===== config.mk =====
export PLATFORM = sky130hd
export DESIGN_NAME = alu_writeback_stage
export DESIGN_NICKNAME = d
export VERILOG_FILES = /design/src/rtl/arm_pkg.sv /design/src/rtl/alu_writeback_stage_cond_check.sv /design/src/rtl/alu_writeback_stage.sv
export SDC_FILE = /design/constraint.sdc
export NUM_CORES = 1
export LEC_CHECK = 0
export ABC_CLOCK_PERIOD_IN_PS = 6000
export CORE_MARGIN = 4
export CORE_UTILIZATION = 40
export DETAILED_ROUTE_END_ITERATION = 6
export GPL_TIMING_DRIVEN = 0
export PLACE_DENSITY = 0.66
export SLEW_MARGIN = 20
export SYNTH_ARGS = -nofsm -noshare
export SYNTH_HDL_FRONTEND = slang
export SYNTH_HIERARCHICAL = 1
export SYNTH_SLANG_ARGS = --single-unit

===== constraint.sdc =====
create_clock -name clk -period 6 [get_ports clk]
set_clock_uncertainty 0.2 [all_clocks]
set_input_delay 1.2 -clock clk [delete_from_list [all_inputs] [get_ports clk]]
set_output_delay 1.2 -clock clk [all_outputs]
set_load 0.01 [all_outputs]

===== src/rtl/arm_pkg.sv =====
// Shared ARM execute/writeback definitions.
// Holds the ALU opcode constants, the condition-code enumeration, the NZCV
// bit positions inside the CPSR flag nibble, and the writeback FIFO entry type.
// No ports; imported by the writeback stage and the condition evaluator.
package arm_pkg;

    // Width of a register-file address (r0-r15).
    localparam int unsigned ARM_REG_ADDR_W = 4;

    // ALU data-processing opcodes.
    localparam logic [3:0] OP_AND = 4'd0;
    localparam logic [3:0] OP_EOR = 4'd1;
    localparam logic [3:0] OP_SUB = 4'd2;
    localparam logic [3:0] OP_RSB = 4'd3;
    localparam logic [3:0] OP_ADD = 4'd4;
    localparam logic [3:0] OP_ADC = 4'd5;
    localparam logic [3:0] OP_SBC = 4'd6;
    localparam logic [3:0] OP_RSC = 4'd7;
    localparam logic [3:0] OP_TST = 4'd8;
    localparam logic [3:0] OP_TEQ = 4'd9;
    localparam logic [3:0] OP_CMP = 4'd10;
    localparam logic [3:0] OP_CMN = 4'd11;
    localparam logic [3:0] OP_ORR = 4'd12;
    localparam logic [3:0] OP_MOV = 4'd13;
    localparam logic [3:0] OP_BIC = 4'd14;
    localparam logic [3:0] OP_MVN = 4'd15;

    // ARM condition field encodings.
    typedef enum logic [3:0] {
        COND_EQ = 4'd0,
        COND_NE = 4'd1,
        COND_CS = 4'd2,
        COND_CC = 4'd3,
        COND_MI = 4'd4,
        COND_PL = 4'd5,
        COND_VS = 4'd6,
        COND_VC = 4'd7,
        COND_HI = 4'd8,
        COND_LS = 4'd9,
        COND_GE = 4'd10,
        COND_LT = 4'd11,
        COND_GT = 4'd12,
        COND_LE = 4'd13,
        COND_AL = 4'd14,
        COND_NV = 4'd15
    } cond_e;

    // Bit positions of the flags inside the {N,Z,C,V} nibble.
    localparam int unsigned NZCV_N = 3;
    localparam int unsigned NZCV_Z = 2;
    localparam int unsigned NZCV_C = 1;
    localparam int unsigned NZCV_V = 0;

    // One queued register-file write.
    typedef struct packed {
        logic [ARM_REG_ADDR_W-1:0] rd;
        logic [31:0]               data;
    } wb_entry_t;

endpackage


===== src/rtl/alu_writeback_stage_cond_check.sv =====
// ARM condition evaluator: purely combinational (cond, nzcv) -> pass.
// Shared by the writeback stage and the decode-stage branch logic.
// Ports:
//   cond_i  [3:0]  ARM condition field
//   nzcv_i  [3:0]  flags {N,Z,C,V}
//   pass_o         1 when the instruction should execute
module cond_check
    import arm_pkg::*;
(
    input  logic [3:0] cond_i,
    input  logic [3:0] nzcv_i,
    output logic       pass_o
);

    logic n_s;
    logic z_s;
    logic c_s;
    logic v_s;

    assign n_s = nzcv_i[NZCV_N];
    assign z_s = nzcv_i[NZCV_Z];
    assign c_s = nzcv_i[NZCV_C];
    assign v_s = nzcv_i[NZCV_V];

    // Condition table lookup against the supplied flags.
    always_comb begin
        pass_o = 1'b0;
        case (cond_e'(cond_i))
            COND_EQ: pass_o = z_s;
            COND_NE: pass_o = ~z_s;
            COND_CS: pass_o = c_s;
            COND_CC: pass_o = ~c_s;
            COND_MI: pass_o = n_s;
            COND_PL: pass_o = ~n_s;
            COND_VS: pass_o = v_s;
            COND_VC: pass_o = ~v_s;
            COND_HI: pass_o = c_s & ~z_s;
            COND_LS: pass_o = ~c_s | z_s;
            COND_GE: pass_o = (n_s == v_s);
            COND_LT: pass_o = (n_s != v_s);
            COND_GT: pass_o = ~z_s & (n_s == v_s);
            COND_LE: pass_o = z_s | (n_s != v_s);
            COND_AL: pass_o = 1'b1;
            COND_NV: pass_o = 1'b0;
            default: pass_o = 1'b0;
        endcase
    end

endmodule


===== src/rtl/alu_writeback_stage.sv =====
// Execute-to-writeback stage sitting directly after the ALU.
// Evaluates the condition field against the committed CPSR flags, commits
// NZCV, and queues register-file writes in a small FIFO drained at the
// register file's pace. Exposes the committed carry for ADC/SBC/RSC and a
// pending-destination mask for decode hazard detection.
// Ports:
//   clk, reset (async, active-low)
//   in_valid/in_ready             ALU handshake (in_ready = FIFO not full)
//   alu_result, alu_nzcv          ALU outputs
//   result_writeback, nzcv_writeback, rd_addr, cond   instruction attributes
//   flush                         drop all queued writes and the current input
//   cpsr_nzcv, carry_in           committed flags / carry to the ALU
//   cond_pass                     condition result for the current input
//   rf_we, rf_waddr, rf_wdata, rf_ready   register-file write port
//   busy_mask                     destinations of all queued writes
//   squash_count                  saturating count of condition-failed instructions
// REG_ADDR_W must equal arm_pkg::ARM_REG_ADDR_W (entry type width).
module alu_writeback_stage
    import arm_pkg::*;
#(
    parameter int unsigned DEPTH      = 2,
    parameter int unsigned REG_ADDR_W = 4
) (
    input  logic                  clk,
    input  logic                  reset,
    input  logic                  in_valid,
    output logic                  in_ready,
    input  logic [31:0]           alu_result,
    input  logic [3:0]            alu_nzcv,
    input  logic                  result_writeback,
    input  logic                  nzcv_writeback,
    input  logic [REG_ADDR_W-1:0] rd_addr,
    input  logic [3:0]            cond,
    input  logic                  flush,
    output logic [3:0]            cpsr_nzcv,
    output logic                  carry_in,
    output logic                  cond_pass,
    output logic                  rf_we,
    output logic [REG_ADDR_W-1:0] rf_waddr,
    output logic [31:0]           rf_wdata,
    input  logic                  rf_ready,
    output logic [15:0]           busy_mask,
    output logic [15:0]           squash_count
);

    localparam int unsigned PTR_W = $clog2(DEPTH);

    // Pointers carry one extra wrap bit so full and empty differ.
    logic [PTR_W:0]   wr_ptr_q, wr_ptr_d;
    logic [PTR_W:0]   rd_ptr_q, rd_ptr_d;
    logic [PTR_W:0]   count_d;
    wb_entry_t        mem_q [DEPTH];
    wb_entry_t        mem_d [DEPTH];
    wb_entry_t        head_s;
    wb_entry_t        new_entry_s;
    logic [3:0]       cpsr_q, cpsr_d;
    logic [15:0]      squash_q, squash_d;
    logic [15:0]      busy_q, busy_d;
    logic [PTR_W-1:0] slot_s;

    logic full_s;
    logic empty_s;
    logic accept_s;
    logic take_s;
    logic push_s;
    logic pop_s;
    logic flag_upd_s;
    logic squash_s;
    logic pass_s;

    cond_check u_cond_check (
        .cond_i (cond),
        .nzcv_i (cpsr_q),
        .pass_o (pass_s)
    );

    assign empty_s  = (wr_ptr_q == rd_ptr_q);
    assign full_s   = (wr_ptr_q[PTR_W] != rd_ptr_q[PTR_W]) &&
                      (wr_ptr_q[PTR_W-1:0] == rd_ptr_q[PTR_W-1:0]);

    // A flush consumes the accepted input without any architectural effect.
    assign accept_s   = in_valid & ~full_s;
    assign take_s     = accept_s & ~flush;
    assign push_s     = take_s & pass_s & result_writeback;
    assign flag_upd_s = take_s & pass_s & nzcv_writeback;
    assign squash_s   = take_s & ~pass_s;
    assign pop_s      = ~empty_s & rf_ready;

    assign new_entry_s.rd   = ARM_REG_ADDR_W'(rd_addr);
    assign new_entry_s.data = alu_result;
    assign head_s           = mem_q[rd_ptr_q[PTR_W-1:0]];

    assign in_ready     = ~full_s;
    assign cond_pass    = pass_s;
    assign cpsr_nzcv    = cpsr_q;
    assign carry_in     = cpsr_q[NZCV_C];
    assign rf_we        = ~empty_s;
    assign rf_waddr     = REG_ADDR_W'(head_s.rd);
    assign rf_wdata     = head_s.data;
    assign busy_mask    = busy_q;
    assign squash_count = squash_q;

    // Next-state for pointers, storage, flags and squash counter.
    always_comb begin
        rd_ptr_d = rd_ptr_q;
        wr_ptr_d = wr_ptr_q;
        cpsr_d   = cpsr_q;
        squash_d = squash_q;
        mem_d    = mem_q;

        // Flush empties the FIFO; a concurrent pop is already at the RF port.
        if (flush) begin
            rd_ptr_d = wr_ptr_q;
        end else if (pop_s) begin
            rd_ptr_d = rd_ptr_q + (PTR_W+1)'(1);
        end else begin
            rd_ptr_d = rd_ptr_q;
        end

        if (push_s) begin
            mem_d[wr_ptr_q[PTR_W-1:0]] = new_entry_s;
            wr_ptr_d = wr_ptr_q + (PTR_W+1)'(1);
        end else begin
            wr_ptr_d = wr_ptr_q;
        end

        if (flag_upd_s) begin
            cpsr_d = alu_nzcv;
        end else begin
            cpsr_d = cpsr_q;
        end

        if (squash_s && (squash_q != 16'hFFFF)) begin
            squash_d = squash_q + 16'd1;
        end else begin
            squash_d = squash_q;
        end
    end

    assign count_d = wr_ptr_d - rd_ptr_d;

    // Pending-destination mask from the next-cycle FIFO contents.
    always_comb begin
        busy_d = 16'd0;
        slot_s = rd_ptr_d[PTR_W-1:0];
        for (int i = 0; i < DEPTH; i++) begin
            slot_s = rd_ptr_d[PTR_W-1:0] + PTR_W'(i);
            if ((PTR_W+1)'(i) < count_d) begin
                busy_d = busy_d | (16'd1 << mem_d[slot_s].rd);
            end else begin
                busy_d = busy_d;
            end
        end
    end

    // State registers.
    always_ff @(posedge clk or negedge reset) begin
        if (!reset) begin
            wr_ptr_q <= {(PTR_W+1){1'b0}};
            rd_ptr_q <= {(PTR_W+1){1'b0}};
            cpsr_q   <= 4'd0;
            squash_q <= 16'd0;
            busy_q   <= 16'd0;
            for (int i = 0; i < DEPTH; i++) begin
                mem_q[i] <= wb_entry_t'({(ARM_REG_ADDR_W+32){1'b0}});
            end
        end else begin
            wr_ptr_q <= wr_ptr_d;
            rd_ptr_q <= rd_ptr_d;
            cpsr_q   <= cpsr_d;
            squash_q <= squash_d;
            busy_q   <= busy_d;
            for (int i = 0; i < DEPTH; i++) begin
                mem_q[i] <= mem_d[i];
            end
        end
    end

endmodule


# Yosys cells after proc, flatten, opt, wreduce, memory -nomap -nowiden
# Index checks and enable logic that the tools add are counted.
# W data, S select, Z words.
[word_totals]
register_bits = 112
output_inout_bits = 76
wordCells = 91
[classes]
add_sub_neg = 5
magnitude_cmp = 7
n_eq_ne = 21
shifts = 2
muxes = 19
n_bitwise = 24
n_reduce_logical = 4
[op_table]
columns = ["operator", "count"]
rows = [
  ["$mux W36", 10],
  ["$bwmux W72", 1],
  ["$mux W72", 1],
  ["$demux W36 S1", 1],
  ["$eq A4 B4 Y1 const B", 8],
  ["$mux W16", 2],
  ["$shl A1 B4 Y16 const A", 2],
  ["$add A16 B1 Y16 const B", 1],
  ["$eq A4 B3 Y1 const B", 4],
  ["$ne A16 B16 Y1 const B", 1],
  ["$or A16 B16 Y16", 1],
  ["$pmux W1 S16", 1],
  ["$and A1 B1 Y1", 9],
  ["$eq A4 B2 Y1 const B", 2],
  ["$ge A2 B2 Y1 const B", 4],
  ["$not A1 Y1", 8],
  ["$not A1 Y2", 4],
  ["$mux W2", 3],
  ["$add A2 B1 Y2 const B", 2],
  ["$eq A4 B1 Y1 const B", 1],
  ["$logic_not A4 Y1", 1],
  ["$lt A1 B2 Y1 const A", 2],
  ["$logic_and A1 B1 Y1", 3],
  ["$eq A1 B1 Y1", 2],
  ["other kinds (6)", 8],
]

# Longest topological paths before layout
# Gate-level depths: netlist of the first run.
[depth]
depth_word = 15
ltp_mapped = 19
mapped_depth_nobuf = 17

# Cells and area by module
# The synthesis of the first run kept the hierarchy.
[by_module_without_submodules]
columns = ["module", "instances", "cells_each", "area_per_inst_um2"]
rows = [
  ["alu_writeback_stage", 1, 449, 5557.8],
  ["cond_check", 1, 23, 155.1],
]

# Worst setup path before layout of the first run
# OpenSTA, ideal clock, no wires.
[synth_path]
path_kind = "input -> register"
from = "input cond[0]"
to = "register busy_q[3], in the netlist busy_mask[3]"
setup_ps = 101
arrival_time_ps = 5210
required_ps = 5699
path_slack_ps = 489
stages = 19
n_path_buf = 3
cell_sequence = "buf_4 > nor2_1 > a211oi_1 > a2111oi_1 > a311oi_1 > o22ai_1 > and4b_1 > o211ai_2 > clkbuf_1 > buf_2 > nand2_1 > inv_1 > ha_1 > xor2_1 > mux2_2 > a221o_1 > xor2_2 > o21ai_2 > o32ai_1"
[synth_rtl]
columns = ["element", "line_no", "rtl"]
rows = [
  ["start: declaration", "alu_writeback_stage.sv:33", "input logic [3:0] cond,"],
  ["$eq A4 B4 Y1, or another cell as far along", "alu_writeback_stage_cond_check.sv:28", "case (cond_e'(cond_i))"],
  ["$pmux W1 S16 (*)", "alu_writeback_stage_cond_check.sv:28", ""],
  ["via cond_pass", "alu_writeback_stage.sv:37", "output logic cond_pass,"],
  ["$and A1 B1 Y1 (*) (2 in a row)", "alu_writeback_stage.sv:84", "assign push_s = take_s & pass_s & result_writeback;"],
  ["$mux W2 (*)", "alu_writeback_stage.sv:120", "if (push_s) begin"],
  ["via wr_ptr_d[0]", "alu_writeback_stage.sv:49", "logic [PTR_W:0] wr_ptr_q, wr_ptr_d;"],
  ["$sub A2 B2 Y2 (*)", "alu_writeback_stage.sv:140", "assign count_d = wr_ptr_d - rd_ptr_d;"],
  ["$lt A1 B2 Y1", "alu_writeback_stage.sv:148", "if ((PTR_W+1)'(i) < count_d) begin"],
  ["$mux W16", "alu_writeback_stage.sv:148", ""],
  ["$or A16 B16 Y16", "alu_writeback_stage.sv:149", "busy_d = busy_d | (16'd1 << mem_d[slot_s].rd);"],
  ["$mux W16 (*)", "alu_writeback_stage.sv:148", ""],
  ["via busy_d[3]", "alu_writeback_stage.sv:58", "logic [15:0] busy_q, busy_d;"],
  ["end signal: assignment", "alu_writeback_stage.sv:172", "busy_q <= busy_d;"],
  ["end: declaration", "alu_writeback_stage.sv:58", ""],
]
# The timed path passes the listed nets; every way through them passes the cells marked *. The select of a mux whose other input is x is not followed.
# A chain may end at the register's enable or synchronous reset.

# Worst setup path in the final report of the first run
[layout_path]
from = "input cond[3]"
to = "register busy_q[1], in the netlist busy_mask[1]"
[layout_rtl]
columns = ["element", "line_no"]
rows = [
  ["$eq A4 B4 Y1, or another cell as far along", "alu_writeback_stage_cond_check.sv:28"],
  ["$pmux W1 S16 (*)", "alu_writeback_stage_cond_check.sv:28"],
  ["$and A1 B1 Y1 (*) (2 in a row)", "alu_writeback_stage.sv:84"],
  ["$mux W2 (*)", "alu_writeback_stage.sv:120"],
  ["via wr_ptr_d[0]", "alu_writeback_stage.sv:49"],
  ["$sub A2 B2 Y2 (*)", "alu_writeback_stage.sv:140"],
  ["$lt A1 B2 Y1", "alu_writeback_stage.sv:148"],
  ["$mux W16", "alu_writeback_stage.sv:148"],
  ["$or A16 B16 Y16", "alu_writeback_stage.sv:149"],
  ["$mux W16 (*)", "alu_writeback_stage.sv:148"],
  ["via busy_d[1]", "alu_writeback_stage.sv:58"],
]
# Marked as above.

==> results of run 1 <==
==> area by class of cell <==
type                       count  area share
buffer                        26      0.0183
clock buffer                  10      0.0318
clock inverter                 6     0.00881
inverter                      16     0.00798
multi-input combinational    318       0.363
sequential                   112       0.372
tap                          180      0.0299
timing repair buffer         124       0.167
==> worst paths after layout <==
path                                  start          endpoint  slack (ps)  cells after the start
max                                 cond[3]      busy_mask[1]         210                     18
min                        squash_count[10]  squash_count[10]         290                      1
max reg2reg                    cpsr_nzcv[3]      busy_mask[1]         780                     18
min reg2reg                squash_count[10]  squash_count[10]         290                      1
max in group asynchronous             reset       rd_ptr_q[1]        4380                      2
min in group asynchronous             reset         async pin         520                      1
==> stage by stage <==
| stage | instances | total power [mW] |
|---|---|---|
| floorplan | 472 | 2.55 |
| global placement | 775 | 3.38 |
| detailed placement | 776 | 3.43 |
| CTS | 792 | 4.09 |
| global route | 792 | 4.33 |
| finish | 792 | 4.07 |
==> critical path: stages <==
cell	delay, ps
sky130_fd_sc_hd__clkdlybuf4s50_1	510
sky130_fd_sc_hd__inv_1	90
sky130_fd_sc_hd__a2111oi_1	340
sky130_fd_sc_hd__a311oi_1	100
sky130_fd_sc_hd__o22ai_2	210
sky130_fd_sc_hd__and4b_1	360
sky130_fd_sc_hd__o211ai_2	280
sky130_fd_sc_hd__buf_2	300
sky130_fd_sc_hd__buf_2	230
sky130_fd_sc_hd__nand2_1	110
sky130_fd_sc_hd__inv_1	60
sky130_fd_sc_hd__ha_1	250
sky130_fd_sc_hd__xor2_1	180
sky130_fd_sc_hd__mux2_2	350
sky130_fd_sc_hd__a221o_1	450
sky130_fd_sc_hd__xor2_4	320
sky130_fd_sc_hd__o21ai_2	130
sky130_fd_sc_hd__o32ai_1	340
==> routing by layer <==
metal | share of wire | wire length, um | vias to the layer above | track usage
li1 | - | - | 1991 | -
met1 | 0.44 | 6210 | 2084 | 0.233
met2 | 0.45 | 6420 | 173 | 0.270
met3 | 0.088 | 1240 | 28 | 0.0619
met4 | 0.018 | 255 | 0 | 0.0618
met5 | 0 | 0 | - | 0
==> timing repair <==
action	in CTS	in global routing
endpoints found under the setup margin	10	16
pin swaps	0	0
gates resized for setup	3	2
==> cell families after synthesis <==
logic type / Yosys count / share of synthesized area
buffers and inverters: 42 / 0.0344
AND/OR/NAND/NOR: 85 / 0.0767
adder cells (fa/ha/maj): 2 / 0.00438
multiplexers: 120 / 0.235
XOR/XNOR: 27 / 0.0466
flip-flops: 112 / 0.491
AO/OA/AOI/OAI: 84 / 0.112
==> where the power goes <==
part / switching [mW] / internal [mW]
Clock: 0.278 / 0.337
Combinational: 1.05 / 1.16
Sequential: 0.190 / 1.06
==> cell usage in the layout, fill, tap and decap left out, types with 4 or more instances in the layout <==
cell	instances
sky130_fd_sc_hd__a21oi_1	6
sky130_fd_sc_hd__a32o_1	7
sky130_fd_sc_hd__and3_1	5
sky130_fd_sc_hd__buf_2	14
sky130_fd_sc_hd__buf_4	4
sky130_fd_sc_hd__clkbuf_1	6
sky130_fd_sc_hd__clkbuf_16	9
sky130_fd_sc_hd__clkdlybuf4s50_1	122
sky130_fd_sc_hd__dfrtp_1	112
sky130_fd_sc_hd__inv_1	16
sky130_fd_sc_hd__mux2_2	111
sky130_fd_sc_hd__mux2i_1	8
sky130_fd_sc_hd__nand2_1	24
sky130_fd_sc_hd__nand2b_1	4
sky130_fd_sc_hd__nand3_1	11
sky130_fd_sc_hd__nand3b_1	7
sky130_fd_sc_hd__nand4_1	5
sky130_fd_sc_hd__nor2_1	16
sky130_fd_sc_hd__o211a_1	4
sky130_fd_sc_hd__o211ai_1	8
sky130_fd_sc_hd__o21ai_0	18
sky130_fd_sc_hd__o22ai_1	7
sky130_fd_sc_hd__o2bb2ai_1	4
sky130_fd_sc_hd__xnor2_1	13
sky130_fd_sc_hd__xor2_1	10
==> impl_table.tex, run 1 <==
\begin{tabular}{lr}
\hline
Metric & Value \\
\hline
\multicolumn{2}{l}{\textbf{Timing}} \\
\quad Fmax & 0.173 GHz \\
\quad Final Slew Violations & 0 \\
\quad Worst-case headroom to the max-slew limit & 0.563 \\
\quad Portion of the clock cycle consumed by the worst path in the final layout & 0.965 \\
\quad Total negative slack & 0 ps \\
\quad Worst Hold Margin & 291 ps \\
\quad Final count of negative-setup-slack endpoints & 0 \\
\quad Post-layout minimum cycle time & 5790 ps \\
\quad Final Hold Fails & 0 \\
\quad Crit path setup slack, layout & 211 ps \\
\quad Unrepaired setup endpoints after global routing & false \\
\quad Transition time at the pin with the least slew margin & 656 ps \\
\multicolumn{2}{l}{\textbf{Synthesis}} \\
\quad Count of mapped cells out of synthesis & 472 \\
\quad Count of unique library cells instantiated by Yosys & 55 \\
\quad Proportion of synthesized chip area in sequential cells & 0.491 \\
\quad Most common library cells after synthesis & 112 x sky130\_fd\_sc\_hd\_\_dfrtp\_1, 111 x sky130\_fd\_sc\_hd\_\_mux2\_2, 24 x sky130\_fd\_sc\_hd\_\_nand2\_1, 18 x sky130\_fd\_sc\_hd\_\_o21ai\_0 \\
\quad Post-synth top area share & 0.491 \\
\quad Avg Synthesized Cell Area & 12.1 sq um \\
\quad Leading cell type by number of instances after synthesis & sky130\_fd\_sc\_hd\_\_dfrtp\_1 \\
\quad Share of flip-flops with an asynchronous set or reset & 1.00 \\
\quad \#FFs+latches synth & 112 \\
\quad Biggest area contributors in the synthesized netlist & sky130\_fd\_sc\_hd\_\_dfrtp\_1 49\%, sky130\_fd\_sc\_hd\_\_mux2\_2 22\%, sky130\_fd\_sc\_hd\_\_xnor2\_1 2.0\% \\
\quad Synth warn & 6 \\
\quad Synthesized Nets & 525 \\
\quad Number of flops mapped to enable cells by yosys & 0 \\
\quad Cell area after synthesis & 0.00571 sq mm \\
\quad Cell taking the most area after synthesis & sky130\_fd\_sc\_hd\_\_dfrtp\_1 \\
\quad Top FF cell, synth & sky130\_fd\_sc\_hd\_\_dfrtp\_1 \\
\multicolumn{2}{l}{\textbf{Clock tree}} \\
\quad Clk Latency, worst-skew pair & 350 ps \\
\quad Cts bufs inserted & 9 \\
\quad Clock root buffer & sky130\_fd\_sc\_hd\_\_clkbuf\_16 \\
\quad Post-CTS Hold Fix Bufs & 0 \\
\quad Buffers inserted by post-CTS timing repair & 0 \\
\quad Clock tree from TritonCTS & done \\
\quad Max Buffers Root-to-Sink & 2 \\
\quad Clock transition time at the flip-flop clock pins of the worst setup and hold paths & 80 ps \\
\quad Number of levels in the clock H-tree & 3 \\
\quad Count of clock tree sinks & 112 \\
\multicolumn{2}{l}{\textbf{Routing}} \\
\quad Average routed wire per standard cell & 17.8 um \\
\quad Via count of the routed design & 4,276 \\
\quad Detail Route Antenna Nets & 0 \\
\quad Post-DR vias/cell & 5.40 \\
\quad Detailed Routing Iterations Pass 1 & 7 \\
\quad Sum of routed wire length over all layers & 14,100 um \\
\quad DRC marker count from the first detailed-route iteration & 251 \\
\quad \# DRC & 1 \\
\multicolumn{2}{l}{\textbf{Finish}} \\
\quad Fraction of final layout cells sized beyond drive strength 1 & 0.265 \\
\quad Post-route cell area & 0.00753 sq mm \\
\quad Count of filler cells inserted in the layout & 1,182 \\
\quad Share of the core filled with cells & 0.540 \\
\quad N\_diodes & 0 \\
\quad Post-layout nets & 660 \\
\quad Layout overhead on the synthesized area & 31.7\% \\
\quad Storage element area & 0.00280 sq mm \\
\quad Area of the multi-input gates & 0.00274 sq mm \\
\multicolumn{2}{l}{\textbf{Place}} \\
\quad DP Worst Slack & -470 ps \\
\quad PortBufs & 123 \\
\quad Global placement routability congestion & 0.853 \\
\quad Detailed placement HPWL & 10,200 um \\
\quad Placement-stage cell area & 0.00720 sq mm \\
\multicolumn{2}{l}{\textbf{Global route}} \\
\quad Via count of the first global-routing pass & 4,451 \\
\quad Global-route usage over all layers & 0.176 \\
\quad First-pass GRT wire length & 22,900 um \\
\quad Total global routing overflow & 0 \\
\quad Number of antenna violations at the first check in global routing & 0 \\
\quad Maximum number of pins on one net before global-route repair & 81 \\
\multicolumn{2}{l}{\textbf{Setup path}} \\
\quad Top fanout value on the critical path & 10 \\
\quad Type of element capturing the critical path & register \\
\quad Arrival time of data at the critical path endpoint & 5820 ps \\
\quad Worst setup path category & input port to register \\
\quad Critical path startpoint category & input port \\
\quad Required time of the worst setup path & 6030 ps \\
\multicolumn{2}{l}{\textbf{Floorplanning}} \\
\quad I/O Pins & 127 \\
\quad Die Footprint & 0.0163 sq mm \\
\quad Initial core utilization & 0.410 \\
\quad Die height & 128 um \\
\quad Horizontal die dimension & 128 um \\
\quad Row count & 43 \\
\quad Standard cell core area & 0.0139 sq mm \\
\multicolumn{2}{l}{\textbf{Power}} \\
\quad Cell area power density & 541 mW/mm\^{}2 \\
\quad Maximum vdd ir drop & 0.223 mV \\
\quad Static Leakage & 3.28 nW \\
\multicolumn{2}{l}{\textbf{Job}} \\
\quad Maxcap violations & 0 \\
\multicolumn{2}{l}{\textbf{Status}} \\
\quad Failing checks & design-rule violations \\
\quad Result of the run & complete, but fails checks \\
\multicolumn{2}{l}{\textbf{Hold path}} \\
\quad Hold/Removal Path Class & register to register \\
\hline
\end{tabular}
Note: power is estimated with default switching activity, not from simulation.
==> inputs of run 2 (changes only) <==
--- a/config.mk
+++ b/config.mk
@@ -6,9 +6,11 @@
 export NUM_CORES = 1
 export LEC_CHECK = 0
 export ABC_CLOCK_PERIOD_IN_PS = 6000
+export CAP_MARGIN = 20
 export CORE_MARGIN = 4
 export CORE_UTILIZATION = 40
 export DETAILED_ROUTE_END_ITERATION = 6
+export GPL_ROUTABILITY_DRIVEN = 0
 export GPL_TIMING_DRIVEN = 0
 export PLACE_DENSITY = 0.66
 export SLEW_MARGIN = 20
==> run 2 against run 1 <==
  * The run now ends clean
  * Die area unchanged
  * Global-route usage down 0.27 points
  * Routed wire length down 3.6%
  * Worst setup slack better by 89 ps
  * Sequential power about the same
  * Maximum frequency up 1.6%
  * Hold slack better by 7.4 ps
  * Flip-flop and latch count unchanged
  * Power about the same
  * Via count up 0.65%
==> impl_table.tex, run 2 (synthesis gave the netlist of run 1 again) <==
\begin{tabular}{lr}
\hline
Metric & Value \\
\hline
\multicolumn{2}{l}{\textbf{Status}} \\
\quad Result of the run & finished, final reports clean \\
\multicolumn{2}{l}{\textbf{Setup path}} \\
\quad Slowest-stage cell, CP & sky130\_fd\_sc\_hd\_\_clkdlybuf4s50\_1 \\
\quad Type of element capturing the critical path & register \\
\quad Critical path startpoint category & input port \\
\quad WP buf/inv & 5 (unchanged) \\
\quad Worst path top cell family by delay & compound AO/OA/AOI/OAI gates \\
\quad Worst path max stage delay & 500 ps (about the same) \\
\quad Worst setup path category & input port to register \\
\quad Worst setup slack for register-to-register paths & 860 ps (+80 ps) \\
\quad CP cell instances & clkdlybuf4s50\_1, inv\_1, a2111oi\_1, a311oi\_1, o22ai\_2, and4b\_1, o211ai\_2, buf\_2, buf\_2, nand2\_1, inv\_1, ha\_1, xor2\_1, mux2\_2, a221o\_1, xor2\_4, o21ai\_2, o32ai\_1 \\
\quad Arrival time of data at the critical path endpoint & 5730 ps (-90 ps) \\
\quad Required time of the worst setup path & 6030 ps (about the same) \\
\quad Top fanout value on the critical path & 10 (unchanged) \\
\multicolumn{2}{l}{\textbf{Power}} \\
\quad Share of total power in sequential cells & 0.307 (about the same) \\
\quad Relative contribution of combinational cells to total power & 0.546 (+0.005) \\
\quad Switching power total & 1.50 mW (-0.72\%) \\
\quad Static Leakage & 3.28 nW (+0.16\%) \\
\quad Maximum vdd ir drop & 0.310 mV (+39\%) \\
\quad Internal cell power & 2.57 mW (+0.45\%) \\
\quad Fraction of power spent switching nets & 0.369 (-0.00273) \\
\quad Power, Total & 4.07 mW (about the same) \\
\quad Part of the total power dissipated in the clock network & 0.147 (-0.004) \\
\quad Cell area power density & 540 mW/mm\^{}2 (-0.17\%) \\
\multicolumn{2}{l}{\textbf{Floorplanning}} \\
\quad Die Footprint & 0.0163 sq mm (unchanged) \\
\quad Row count & 43 (unchanged) \\
\quad I/O Pins & 127 (unchanged) \\
\quad Standard cell core area & 0.0139 sq mm (unchanged) \\
\quad Die height & 128 um (unchanged) \\
\quad Initial core utilization & 0.410 (unchanged) \\
\quad Horizontal die dimension & 128 um (unchanged) \\
\multicolumn{2}{l}{\textbf{Finish}} \\
\quad N\_diodes & 0 (unchanged) \\
\quad Non-filler cells in the finished layout & 793 (+0.13\%) \\
\quad Commonest non-fill, non-tap cells in the layout & 122 x sky130\_fd\_sc\_hd\_\_clkdlybuf4s50\_1, 112 x sky130\_fd\_sc\_hd\_\_dfrtp\_1, 111 x sky130\_fd\_sc\_hd\_\_mux2\_2, 24 x sky130\_fd\_sc\_hd\_\_nand2\_1, 18 x sky130\_fd\_sc\_hd\_\_o21ai\_0 \\
\quad Post-route cell area & 0.00754 sq mm (+0.18\%) \\
\quad Fraction of final layout cells sized beyond drive strength 1 & 0.266 (+0.00120) \\
\quad Layout overhead on the synthesized area & 32.0\% \\
\quad Count of filler cells inserted in the layout & 1,187 (+0.42\%) \\
\quad Most common cell after layout, fill and taps aside & sky130\_fd\_sc\_hd\_\_clkdlybuf4s50\_1 \\
\quad Post-layout nets & 661 (+0.15\%) \\
\multicolumn{2}{l}{\textbf{Routing}} \\
\quad Detailed Routing Iterations Pass 1 & 5 (-2) \\
\quad Via count of the routed design & 4,304 (+0.65\%) \\
\quad \# DRC & 0 (-1) \\
\quad DRC marker count from the first detailed-route iteration & 184 (-27\%) \\
\quad Sum of routed wire length over all layers & 13,600 um (-3.6\%) \\
\quad Post-DR vias/cell & 5.43 (+0.53\%) \\
\quad Average routed wire per standard cell & 17.2 um (-3.8\%) \\
\quad Detail Route Antenna Nets & 0 (unchanged) \\
\multicolumn{2}{l}{\textbf{Clock tree}} \\
\quad Clock root buffer & sky130\_fd\_sc\_hd\_\_clkbuf\_16 \\
\quad Number of levels in the clock H-tree & 3 (unchanged) \\
\quad Max Buffers Root-to-Sink & 2 (unchanged) \\
\quad Cts bufs inserted & 9 (unchanged) \\
\quad Clock transition time at the flip-flop clock pins of the worst setup and hold paths & 70 ps (about the same) \\
\quad Count of clock tree sinks & 112 (unchanged) \\
\quad Post-CTS Hold Fix Bufs & 0 (unchanged) \\
\quad Clock tree from TritonCTS & done \\
\quad Clk Latency, worst-skew pair & 360 ps (about the same) \\
\multicolumn{2}{l}{\textbf{Global route}} \\
\quad Via count of the first global-routing pass & 4,452 (+0.022\%) \\
\quad First-pass GRT wire length & 22,700 um (-0.87\%) \\
\quad Total global routing overflow & 0 (unchanged) \\
\quad Number of antenna violations at the first check in global routing & 0 (unchanged) \\
\quad Global-route usage over all layers & 0.174 (-0.00265) \\
\quad Maximum number of pins on one net before global-route repair & 76 (-6.2\%) \\
\multicolumn{2}{l}{\textbf{Place}} \\
\quad Cell count after placement & 776 (unchanged) \\
\quad PortBufs & 123 (unchanged) \\
\quad DP Worst Slack & -401 ps (+69.0 ps) \\
\quad Placement-stage cell area & 0.00720 sq mm (unchanged) \\
\quad Detailed placement HPWL & 9980 um (-2.6\%) \\
\multicolumn{2}{l}{\textbf{Job}} \\
\quad Maxcap violations & 0 (unchanged) \\
\multicolumn{2}{l}{\textbf{Timing}} \\
\quad Final count of negative-setup-slack endpoints & 0 (unchanged) \\
\quad Worst-case headroom to the max-slew limit & 0.580 (+0.0168) \\
\quad Final Hold Fails & 0 (unchanged) \\
\quad Transition time at the pin with the least slew margin & 626 ps (-29.4 ps) \\
\quad Final Slew Violations & 0 (unchanged) \\
\quad Crit path setup slack, layout & 300 ps (+89.4 ps) \\
\quad Fmax & 0.175 GHz (+1.6\%) \\
\quad Portion of the clock cycle consumed by the worst path in the final layout & 0.950 (-0.0149) \\
\quad Post-layout minimum cycle time & 5700 ps (-89.4 ps) \\
\quad Unrepaired setup endpoints after global routing & false \\
\quad Worst Hold Margin & 298 ps (+7.37 ps) \\
\multicolumn{2}{l}{\textbf{Hold path}} \\
\quad Hold/Removal Path Class & register to register \\
\hline
\end{tabular}
[run 2: cell types whose count changed in the layout (fill, tap and decap cells not counted)]
| cell | delta |
|---|---|
| sky130_fd_sc_hd__clkinv_2 | -2 |
| sky130_fd_sc_hd__buf_12 | +1 |
| sky130_fd_sc_hd__bufinv_16 | -1 |
| sky130_fd_sc_hd__clkbuf_8 | +1 |
| sky130_fd_sc_hd__inv_6 | +1 |
| sky130_fd_sc_hd__inv_8 | +1 |
[run 2: metrics by stage]
step | TNS (ps) | util
6_report | 0 | 0.541
5_1_grt | 0 | 0.541
4_1_cts | 0 | 0.539
3_5_place_dp | -4870 | 0.517
3_3_place_gp | -78650 | 0.515
2_1_floorplan | 0 | -
[run 2: worst register-to-register path: cells and delay by family, from the launching register on]
kind | cells | cell delay (ps)
adders and majority gates | 1 | 250
and+or+nand+nor | 2 | 470
buffers and inverters | 3 | 580
AOI/OAI and AO/OA | 7 | 1890
xor gates and xnor gates | 4 | 870
DFF | 1 | 410
muxes | 1 | 350
[run 2: layout make-up]
type                            instances  area (sq um)  area share
Sequential cell                       112          2800       0.372
Multi-Input combinational cell        318          2740       0.363
Timing Repair Buffer                  125          1280       0.170
Clock buffer                           11           253      0.0335
Tap cell                              180           225      0.0299
Buffer                                 26           138      0.0183
Inverter                               16          60.1     0.00797
Clock inverter                          5          46.3     0.00614
[run 2: metal layers]
layer | part of all wire | global-route usage
met1 | 0.43 | 0.219
met2 | 0.47 | 0.280
met3 | 0.093 | 0.0723
met4 | 0.011 | 0.0391
met5 | 0 | 0
[run 2: power groups by stage]
stage | Clock [mW] | Sequential [mW] | Combinational [mW]
after global placement | 0 | 1.24 | 2.11
after CTS | 0.618 | 1.25 | 2.18
after detailed placement | 0 | 1.26 | 2.15
after floorplan | 0 | 1.24 | 1.31
after global routing | 0.651 | 1.29 | 2.41
final | 0.598 | 1.25 | 2.22
[run 2: path summary, 6_finish.rpt]
kind	start	end	cells after the start
max reg2reg	cpsr_nzcv[3]	busy_mask[1]	18
min	squash_count[10]	squash_count[10]	1
max in group asynchronous	reset	cpsr_nzcv[3]	2
min in group asynchronous	reset	async pin	1
max	cond[3]	busy_mask[1]	18
min reg2reg	squash_count[10]	squash_count[10]	1
[run 2: what timing repair did]
item	4_1_cts	5_1_grt
endpoints found under the setup margin	2	16
gates resized for setup	2	4
setup buffers	0	1
